### src/rtl/regfile_pkg.sv
// Shared register-file types: widths, register count and the writeback entry
// format used by the write arbiter and the register file itself.
package regfile_pkg;

    localparam int DATA_W   = 16;
    localparam int ADDR_W   = 3;
    localparam int NUM_REGS = 2 ** ADDR_W;

    typedef struct packed {
        logic [ADDR_W-1:0] dest;
        logic [DATA_W-1:0] data;
    } wb_entry_t;

    function automatic logic [NUM_REGS-1:0] reg_onehot(input logic [ADDR_W-1:0] r);
        return NUM_REGS'(1) << r;
    endfunction

endpackage

### src/rtl/wb_fifo.sv
// Two-push / one-pop in-order writeback queue. Push port 0 is always the older
// entry; port 1 is only used together with port 0.
module wb_fifo
    import regfile_pkg::*;
#(
    parameter  int DEPTH = 4,
    localparam int PTR_W = $clog2(DEPTH),
    localparam int CNT_W = PTR_W + 1
) (
    input  logic                         clk,
    input  logic                         rst,
    input  logic                         i_push0,
    input  wb_entry_t                    i_entry0,
    input  logic                         i_push1,
    input  wb_entry_t                    i_entry1,
    input  logic                         i_pop,
    output wb_entry_t                    o_head,
    output logic [DEPTH-1:0]             o_ent_valid,
    output logic [DEPTH-1:0][ADDR_W-1:0] o_ent_dest,
    output logic [CNT_W-1:0]             o_count
);

    wb_entry_t          r_mem [DEPTH];
    logic [DEPTH-1:0]   r_valid;
    logic [PTR_W-1:0]   r_wr_ptr;
    logic [PTR_W-1:0]   r_rd_ptr;
    logic [CNT_W-1:0]   r_count;
    logic [PTR_W-1:0]   w_wr_ptr1;
    logic [1:0]         w_num_push;

    assign w_wr_ptr1  = r_wr_ptr + PTR_W'(1);
    assign w_num_push = {1'b0, i_push0} + {1'b0, i_push1};

    // NOTE: the entry storage is deliberately not reset; emptiness is tracked by
    // r_valid/r_count, so resetting the array would only add reset fan-out.
    always_ff @(posedge clk) begin
        if (i_push0) r_mem[r_wr_ptr]  <= i_entry0;
        if (i_push1) r_mem[w_wr_ptr1] <= i_entry1;
    end

    // NOTE: sequential state uses non-blocking assignments so every flop samples
    // pre-edge values regardless of statement order.
    always_ff @(posedge clk or negedge rst) begin
        if (!rst) begin
            r_valid  <= '0;
            r_wr_ptr <= '0;
            r_rd_ptr <= '0;
            r_count  <= '0;
        end else begin
            // Pushed slots are free by construction, so they never alias the popped head.
            if (i_pop)   r_valid[r_rd_ptr]  <= 1'b0;
            if (i_push0) r_valid[r_wr_ptr]  <= 1'b1;
            if (i_push1) r_valid[w_wr_ptr1] <= 1'b1;
            r_wr_ptr <= r_wr_ptr + PTR_W'(w_num_push);
            r_rd_ptr <= r_rd_ptr + PTR_W'(i_pop);
            r_count  <= r_count + CNT_W'(w_num_push) - CNT_W'(i_pop);
        end
    end

    assign o_head      = r_mem[r_rd_ptr];
    assign o_ent_valid = r_valid;
    assign o_count     = r_count;

    always_comb begin
        for (int i = 0; i < DEPTH; i++) begin
            o_ent_dest[i] = r_mem[i].dest;
        end
    end

endmodule

### src/rtl/regfile_write_arbiter.sv
// Write-side front end of the register file: arbitrates ALU and load writebacks
// into an in-order queue drained one entry per cycle, and exports a pending mask.
module regfile_write_arbiter
    import regfile_pkg::*;
#(
    parameter  int DEPTH = 4,
    localparam int CNT_W = $clog2(DEPTH) + 1
) (
    input  logic                clk,
    input  logic                rst,
    input  logic                alu_valid,
    output logic                alu_ready,
    input  logic [ADDR_W-1:0]   alu_dest,
    input  logic [DATA_W-1:0]   alu_data,
    input  logic                mem_valid,
    output logic                mem_ready,
    input  logic [ADDR_W-1:0]   mem_dest,
    input  logic [DATA_W-1:0]   mem_data,
    output logic                rg_wrt_enable,
    output logic [ADDR_W-1:0]   rg_wrt_dest,
    output logic [DATA_W-1:0]   rg_wrt_data,
    output logic [NUM_REGS-1:0] pending_mask,
    output logic [CNT_W-1:0]    count
);

    logic [CNT_W-1:0]             w_count;
    logic [CNT_W-1:0]             w_free;
    logic                         w_mem_push;
    logic                         w_alu_push;
    logic                         w_pop;
    wb_entry_t                    w_mem_entry;
    wb_entry_t                    w_alu_entry;
    wb_entry_t                    w_entry0;
    wb_entry_t                    w_head;
    logic [DEPTH-1:0]             w_ent_valid;
    logic [DEPTH-1:0][ADDR_W-1:0] w_ent_dest;

    // Free space ignores a same-cycle pop, keeping ready off the drain path.
    assign w_free    = CNT_W'(DEPTH) - w_count;
    assign mem_ready = (w_free >= CNT_W'(1));
    assign alu_ready = (w_free >= CNT_W'(2)) || ((w_free == CNT_W'(1)) && !mem_valid);

    // r0 writes complete the handshake but are dropped here.
    assign w_mem_push = mem_valid && mem_ready && (mem_dest != '0);
    assign w_alu_push = alu_valid && alu_ready && (alu_dest != '0);

    assign w_mem_entry = '{dest: mem_dest, data: mem_data};
    assign w_alu_entry = '{dest: alu_dest, data: alu_data};
    assign w_entry0    = w_mem_push ? w_mem_entry : w_alu_entry;
    assign w_pop       = (w_count != '0);

    wb_fifo #(.DEPTH(DEPTH)) u_fifo (
        .clk         (clk),
        .rst         (rst),
        .i_push0     (w_mem_push || w_alu_push),
        .i_entry0    (w_entry0),
        .i_push1     (w_mem_push && w_alu_push),
        .i_entry1    (w_alu_entry),
        .i_pop       (w_pop),
        .o_head      (w_head),
        .o_ent_valid (w_ent_valid),
        .o_ent_dest  (w_ent_dest),
        .o_count     (w_count)
    );

    assign rg_wrt_enable = w_pop;
    assign rg_wrt_dest   = w_pop ? w_head.dest : '0;
    assign rg_wrt_data   = w_pop ? w_head.data : '0;
    assign count         = w_count;

    // NOTE: the mask is cleared before the loop so every path assigns it and
    // no latch is inferred.
    always_comb begin
        pending_mask = '0;
        for (int i = 0; i < DEPTH; i++) begin
            if (w_ent_valid[i]) pending_mask |= reg_onehot(w_ent_dest[i]);
        end
    end

endmodule

### config.mk
export PLATFORM = sky130hd
export DESIGN_NAME = regfile_write_arbiter
export DESIGN_NICKNAME = d
export VERILOG_FILES = /design/src/rtl/regfile_pkg.sv /design/src/rtl/wb_fifo.sv /design/src/rtl/regfile_write_arbiter.sv
export SDC_FILE = /design/constraint.sdc
export NUM_CORES = 1
export LEC_CHECK = 0
export ABC_AREA = 1
export CAP_MARGIN = 20
export CELL_PAD_IN_SITES_DETAIL_PLACEMENT = 1
export CELL_PAD_IN_SITES_GLOBAL_PLACEMENT = 2
export CORE_ASPECT_RATIO = 0.9
export CORE_MARGIN = 2
export CORE_UTILIZATION = 35
export CTS_CLUSTER_DIAMETER = 200
export DETAILED_ROUTE_END_ITERATION = 8
export PLACE_DENSITY = 0.88
export SYNTH_ARGS = -nofsm -noshare
export SYNTH_HDL_FRONTEND = slang
export SYNTH_SLANG_ARGS = --single-unit
### constraint.sdc
create_clock -name clk -period 8.4 [get_ports clk]
set_clock_uncertainty 0.05 [all_clocks]
set_input_delay 1.68 -clock clk [delete_from_list [all_inputs] [get_ports clk]]
set_output_delay 1.68 -clock clk [all_outputs]
set_load 0.02 [all_outputs]
## After elaboration in Yosys (flattened, before gate mapping)

Memories as Yosys holds them, arrays and structs flattened.
Index checks and enable logic that the tools add are counted.

- Bitwise gates (word level): 7
- $add $sub $neg: 7
- Shift operators: 4
- Order comparisons: 8
- Muxes and demuxes: 20
- Reduce and logical (&&, ||, !) cells: 15
- Equality and inequality tests: 1

Operators by type and width:

| operator | number |
|---|---|
| 8-bit 2-to-1 mux | 4 |
| 1-bit by 3-bit << shifter with 8-bit output, first input constant | 4 |
| 8-bit OR | 3 |
| 19-bit 2-to-1 mux | 1 |
| 16-bit 2-to-1 mux | 1 |
| 4-bit 2-to-1 mux | 3 |
| 1-bit logical AND | 9 |
| 2-bit by 3-bit less-than comparator with 1-bit output, second input constant | 3 |
| 3-bit nonzero test | 3 |
| 4-bit OR | 2 |
| 1-bit 2-to-1 mux | 7 |
| 1-bit demux with 2-bit select | 3 |
| 2-bit by 1-bit >= comparator with 1-bit output, second input constant | 3 |
| 4-bit bitwise AND | 1 |
| 4-bit inverter | 1 |
| 3-bit by 2-bit adder with 3-bit output | 1 |
| 3-bit by 1-bit equality test with 1-bit output, second input constant | 1 |
| 3-bit by 1-bit >= comparator with 1-bit output, second input constant | 1 |
| 3-bit by 2-bit >= comparator with 1-bit output, second input constant | 1 |
| 3-bit 2-to-1 mux | 1 |
| 3-bit by 1-bit subtractor with 3-bit output | 1 |
| 3-bit subtractor, first input constant | 1 |
| 1-bit by 1-bit adder with 2-bit output | 1 |
| 2-bit by 1-bit adder with 2-bit output | 1 |
| other kinds (4) | 5 |

- RAM bits: 76
- Output and inout bits: 33
- Register bits after elaboration: 11
- Input port bits: 42
- Memories kept: 1

Memory list:

| memory | words | width | read ports | clocked after memory_dff | write ports | RTL line | RTL |
|---|---|---|---|---|---|---|---|
| u_fifo.r_mem | 4 | 19 | 5 | 0 | 2 | wb_fifo.sv:23 | `wb_entry_t r_mem [DEPTH];` |

## Longest topological paths before layout

- Depth in word-level cells: 11
- Gate-level depth with buffers: 17
- Gate-level depth less buffers: 15

## Cells and area by module

Synthesis repeated with hierarchy kept, for this count alone.

- Cells, all modules: 756
- Area total of the unflattened synthesis: 5657.9 um^2

By module, submodules not included:

| module | times used | cells an instance | area each (um^2) | seq. area each (um^2) |
|---|---|---|---|---|
| wb_fifo | 1 | 548 | 4657.0 | 2557.5 |
| regfile_write_arbiter | 1 | 208 | 1001.0 | 0.0 |

## Least setup slack after synthesis

Ideal clock, no wire load.

- Path type: input -> register
- From: input port mem_valid
- To: memory u_fifo.r_mem[1][0] in the netlist's numbering (enable)
- Stages: 7
- Slack: 4276 ps
- Buffers on the path: 1
- Library setup time: 398 ps
- Data required time: 7952 ps
- Data arrival time: 3675 ps
- Path through: clkbuf_1 o21ai_1 nand2_1 nor2_1 inv_1 ha_1 o21ai_1

RTL lines:

| item | RTL line | RTL |
|---|---|---|
| start: declaration | regfile_write_arbiter.sv:15 | `input logic mem_valid,` |
| end: declaration | wb_fifo.sv:23 |  |

==> results.json <==
{
  "final_util_pct": 44.39,
  "place_congestion": 0.8582,
  "final_nets": 782,
  "maxCapViolations": 0,
  "max_stage_delay_ns": 0.77,
  "cp_max_fo": 21,
  "p_seq_share_pct": 30.7,
  "leakagePower_nw": 2.801,
  "finalCriticalPeriod_ns": 5.589,
  "clkSinkCount": 87,
  "grt_pass1_vias": 5337,
  "ys_types": 33,
  "n_antenna_cell": 0,
  "clkTransAtPathRegs_ns": 0.06,
  "regArea_um2": 2557,
  "rsz0062_at_grt": "no",
  "place_hpwl_mm": 12.21,
  "drtIter0Drc": 330,
  "antenna_found_initial": 0,
  "synth_top_family_by_area": "simple AND/OR/NAND/NOR gates",
  "synthAdderAreaFrac_pct": 2.948,
  "arrival_ns": 5.40,
  "swShare_pct": 43.82,
  "viasPerCell": 5.498,
  "syn-instance-count": 668,
  "crit_top_cell": "inv_1",
  "numCtsBuffers": 9,
  "hold_path_class": "flop to flop",
  "post_cts_buffers": 0,
  "ant_nets": 0,
  "io_buffers": 74,
  "die_y_um": 121.3,
  "fin_setup_tns_ns": 0,
  "clockBufferDepth": 2,
  "switching_power_w": 0.001164,
  "nFillCells": 1776,
  "seq_area_frac_synth_pct": 47.82,
  "cts_hold_buf": 0,
  "fmax_mhz": 178.9,
  "fp.dieW_um": 134.3,
  "status": "completed",
  "drc": 0,
  "ir_drop_mv": 0.1909,
  "startpoint_type": "primary input",
  "cp.required_ns": 8.22,
  "p_int_w": 0.001492,
  "muxShareOfSynthArea_pct": 0,
  "cp-end-kind": "flop",
  "htreeDepth": 3,
  "path_class": "primary input to flop",
  "syn_to_final_growth_pct": 23.02,
  "worst_pin_slew_ns": 0.9509,
  "firstDrtPassIters": 5,
  "syn_nets": 722,
  "overflow": 0,
  "core_area_um2": 14820,
  "clk_latency_ns": 0.34,
  "cpMaxStageDelayCell": "nand2_1",
  "multi_input_area_um2": 2308,
  "initial_core_util_pct": 36.09,
  "max_slew_margin_pct": 36.45,
  "synth_compound_area_share_pct": 5.545,
  "finalHoldViolCount": 0,
  "grt_max_degree": 37,
  "routed_wl_mm": 17.87,
  "crit_chain": "clkdlybuf4s50_1 > nor2_1 > nand2_2 > nand3_1 > inv_1 > ha_1 > inv_1 > nor2_1 > buf_4 > inv_1 > nand2_1",
  "place_area_um2": 6227,
  "power_frac_comb_pct": 54.4,
  "synth_seq_cells": 87,
  "cts_tree": "done",
  "final.period_utilization_pct": 66.53,
  "drive_gt1_share_pct": 5.048,
  "power.density_nw_per_um2": 403.7,
  "grt.total_usage_pct": 22.98,
  "num_io_pins": 75,
  "grt_pass1_wl_mm": 29.00,
  "synthSimpleGateAreaFrac_pct": 33.88,
  "synthesis.area_um2": 5348,
  "synthXorXnorAreaFrac_pct": 0.6551,
  "cts_resized": 0,
  "clkPwrFrac_pct": 14.9,
  "clockRootBuffer": "clkbuf_16",
  "slew_violations": 0,
  "finalPower_w": 0.002656,
  "vias": 5119,
  "syn_area_per_cell_um2": 8.005,
  "final_cell_area_um2": 6579,
  "setup_violations": 0,
  "die-area_um2": 16290,
  "wl_per_cell_um": 19.19,
  "ys_warn_count": 0,
  "rows": 42
}
[logic make-up (layout without fill, tap and decap cells)]
family,after synthesis,after routing
AOI/OAI and AO/OA,39,39
xor gates and xnor gates,4,4
adders and majority gates,12,12
buffers and inverters,112,177
DFF,87,87
and+or+nand+nor,414,414
[cell usage after synthesis]
master	instances	area share, %
nand3_1	146	14
o211ai_1	2	0.28
o2111ai_1	4	0.66
buf_2	18	1.7
xnor2_1	1	0.16
clkbuf_1	12	0.84
nor3_1	2	0.19
nor2_1	29	2.0
a22oi_1	1	0.14
inv_1	67	4.7
o22ai_1	6	0.70
o21ai_0	2	0.19
o21ai_2	1	0.16
buf_4	4	0.56
edfxtp_1	76	43
buf_1	1	0.070
nor2_4	1	0.21
o21ai_1	3	0.28
clkinv_1	2	0.14
buf_12	1	0.37
dfrtp_1	11	5.1
nand2_1	211	15
a31oi_1	2	0.23
buf_6	2	0.42
xor2_1	3	0.49
or2_4	1	0.16
inv_2	5	0.35
a41oi_1	16	2.6
nand4_1	21	2.5
fa_1	1	0.37
nand2_2	3	0.35
ha_1	11	2.6
o21bai_1	2	0.28
[final cells by class]
class | count | area share, %
Sequential cell | 87 | 38.87
Multi-Input combinational cell | 469 | 35.09
Timing Repair Buffer | 87 | 13.77
Inverter | 74 | 4.222
Tap cell | 198 | 3.766
Clock buffer | 11 | 3.537
Clock inverter | 5 | 0.7417
[sequential cells by signal, indices dropped and copies added (netlist names)]
register            flops
u_fifo.o_ent_valid      4
u_fifo.r_mem           76
u_fifo.r_wr_ptr         2
u_fifo.o_count          3
u_fifo.r_rd_ptr         2
[metrics by stage]
step | std cells | setup WS (ns) | hold slack [ns]
floorplan | 668 | 4.276 | 0.4234
global placement | 911 | 2.660 | 0.4505
detailed placement | 912 | 2.459 | 0.4585
CTS | 928 | 2.763 | 0.4674
global route | 931 | 2.410 | 0.4941
finish | 931 | 2.811 | 0.4639
[placed cells by master, fill, tap and decap left out, types with 2 or more instances in the layout]
cell and count:
nand2_1 211, nand3_1 146, edfxtp_1 76, clkdlybuf4s50_1 74, inv_1 67, nor2_1 29, nand4_1 21, a41oi_1 16
ha_1 11, dfrtp_1 11, clkbuf_16 9, buf_4 9, o22ai_1 6, inv_2 5, clkinv_1 5, o2111ai_1 4
nand2_2 3, o21ai_2 3, xor2_1 3, buf_16 3, nor3_1 2, o21bai_1 2, o21ai_0 2, a31oi_1 2
o211ai_1 2, clkbuf_1 2
[per-layer routing]
layer  track usage, %  up-vias  part of all wire (%)
li1                 -     2401                     -
met1            31.42     2517                    46
met2            37.21      171                    47
met3            3.634       30                   5.0
met4            7.895        0                   1.9
met5                0        -                     0
[path summary, 6_finish.rpt]
path                                        start               endpoint  slack [ns]  cells after the start
worst max-delay path                  mem_dest[0]    u_fifo.r_mem[0][13]        2.81                     11
worst min-delay path            u_fifo.o_count[2]      u_fifo.o_count[2]        0.46                      1
worst max register to register  u_fifo.o_count[0]    u_fifo.r_mem[0][13]        3.66                     15
worst min register to register  u_fifo.o_count[2]      u_fifo.o_count[2]        0.46                      1
max in group asynchronous                     rst  u_fifo.o_ent_valid[3]        6.25                      1
min in group asynchronous                     rst      u_fifo.o_count[0]        1.67                      1
[power groups by stage]
stage / sequential (W) / clock (W) / combinational [W]
finish: 0.000816 / 0.000395 / 0.00144
global route: 0.000833 / 0.000416 / 0.00159
CTS: 0.000817 / 0.000403 / 0.00142
detailed placement: 0.000824 / 0 / 0.00141
global placement: 0.000820 / 0 / 0.00135
floorplan: 0.000792 / 0 / 0.000863
[worst max-delay path, delay by kind of cell]
| family | cells | cell delay (ns) |
|---|---|---|
| buffers and inverters | 5 | 1.44 |
| adder cells (fa/ha/maj) | 1 | 0.27 |
| AND/OR/NAND/NOR | 5 | 1.99 |
Note: power is estimated with default switching activity, not from simulation.
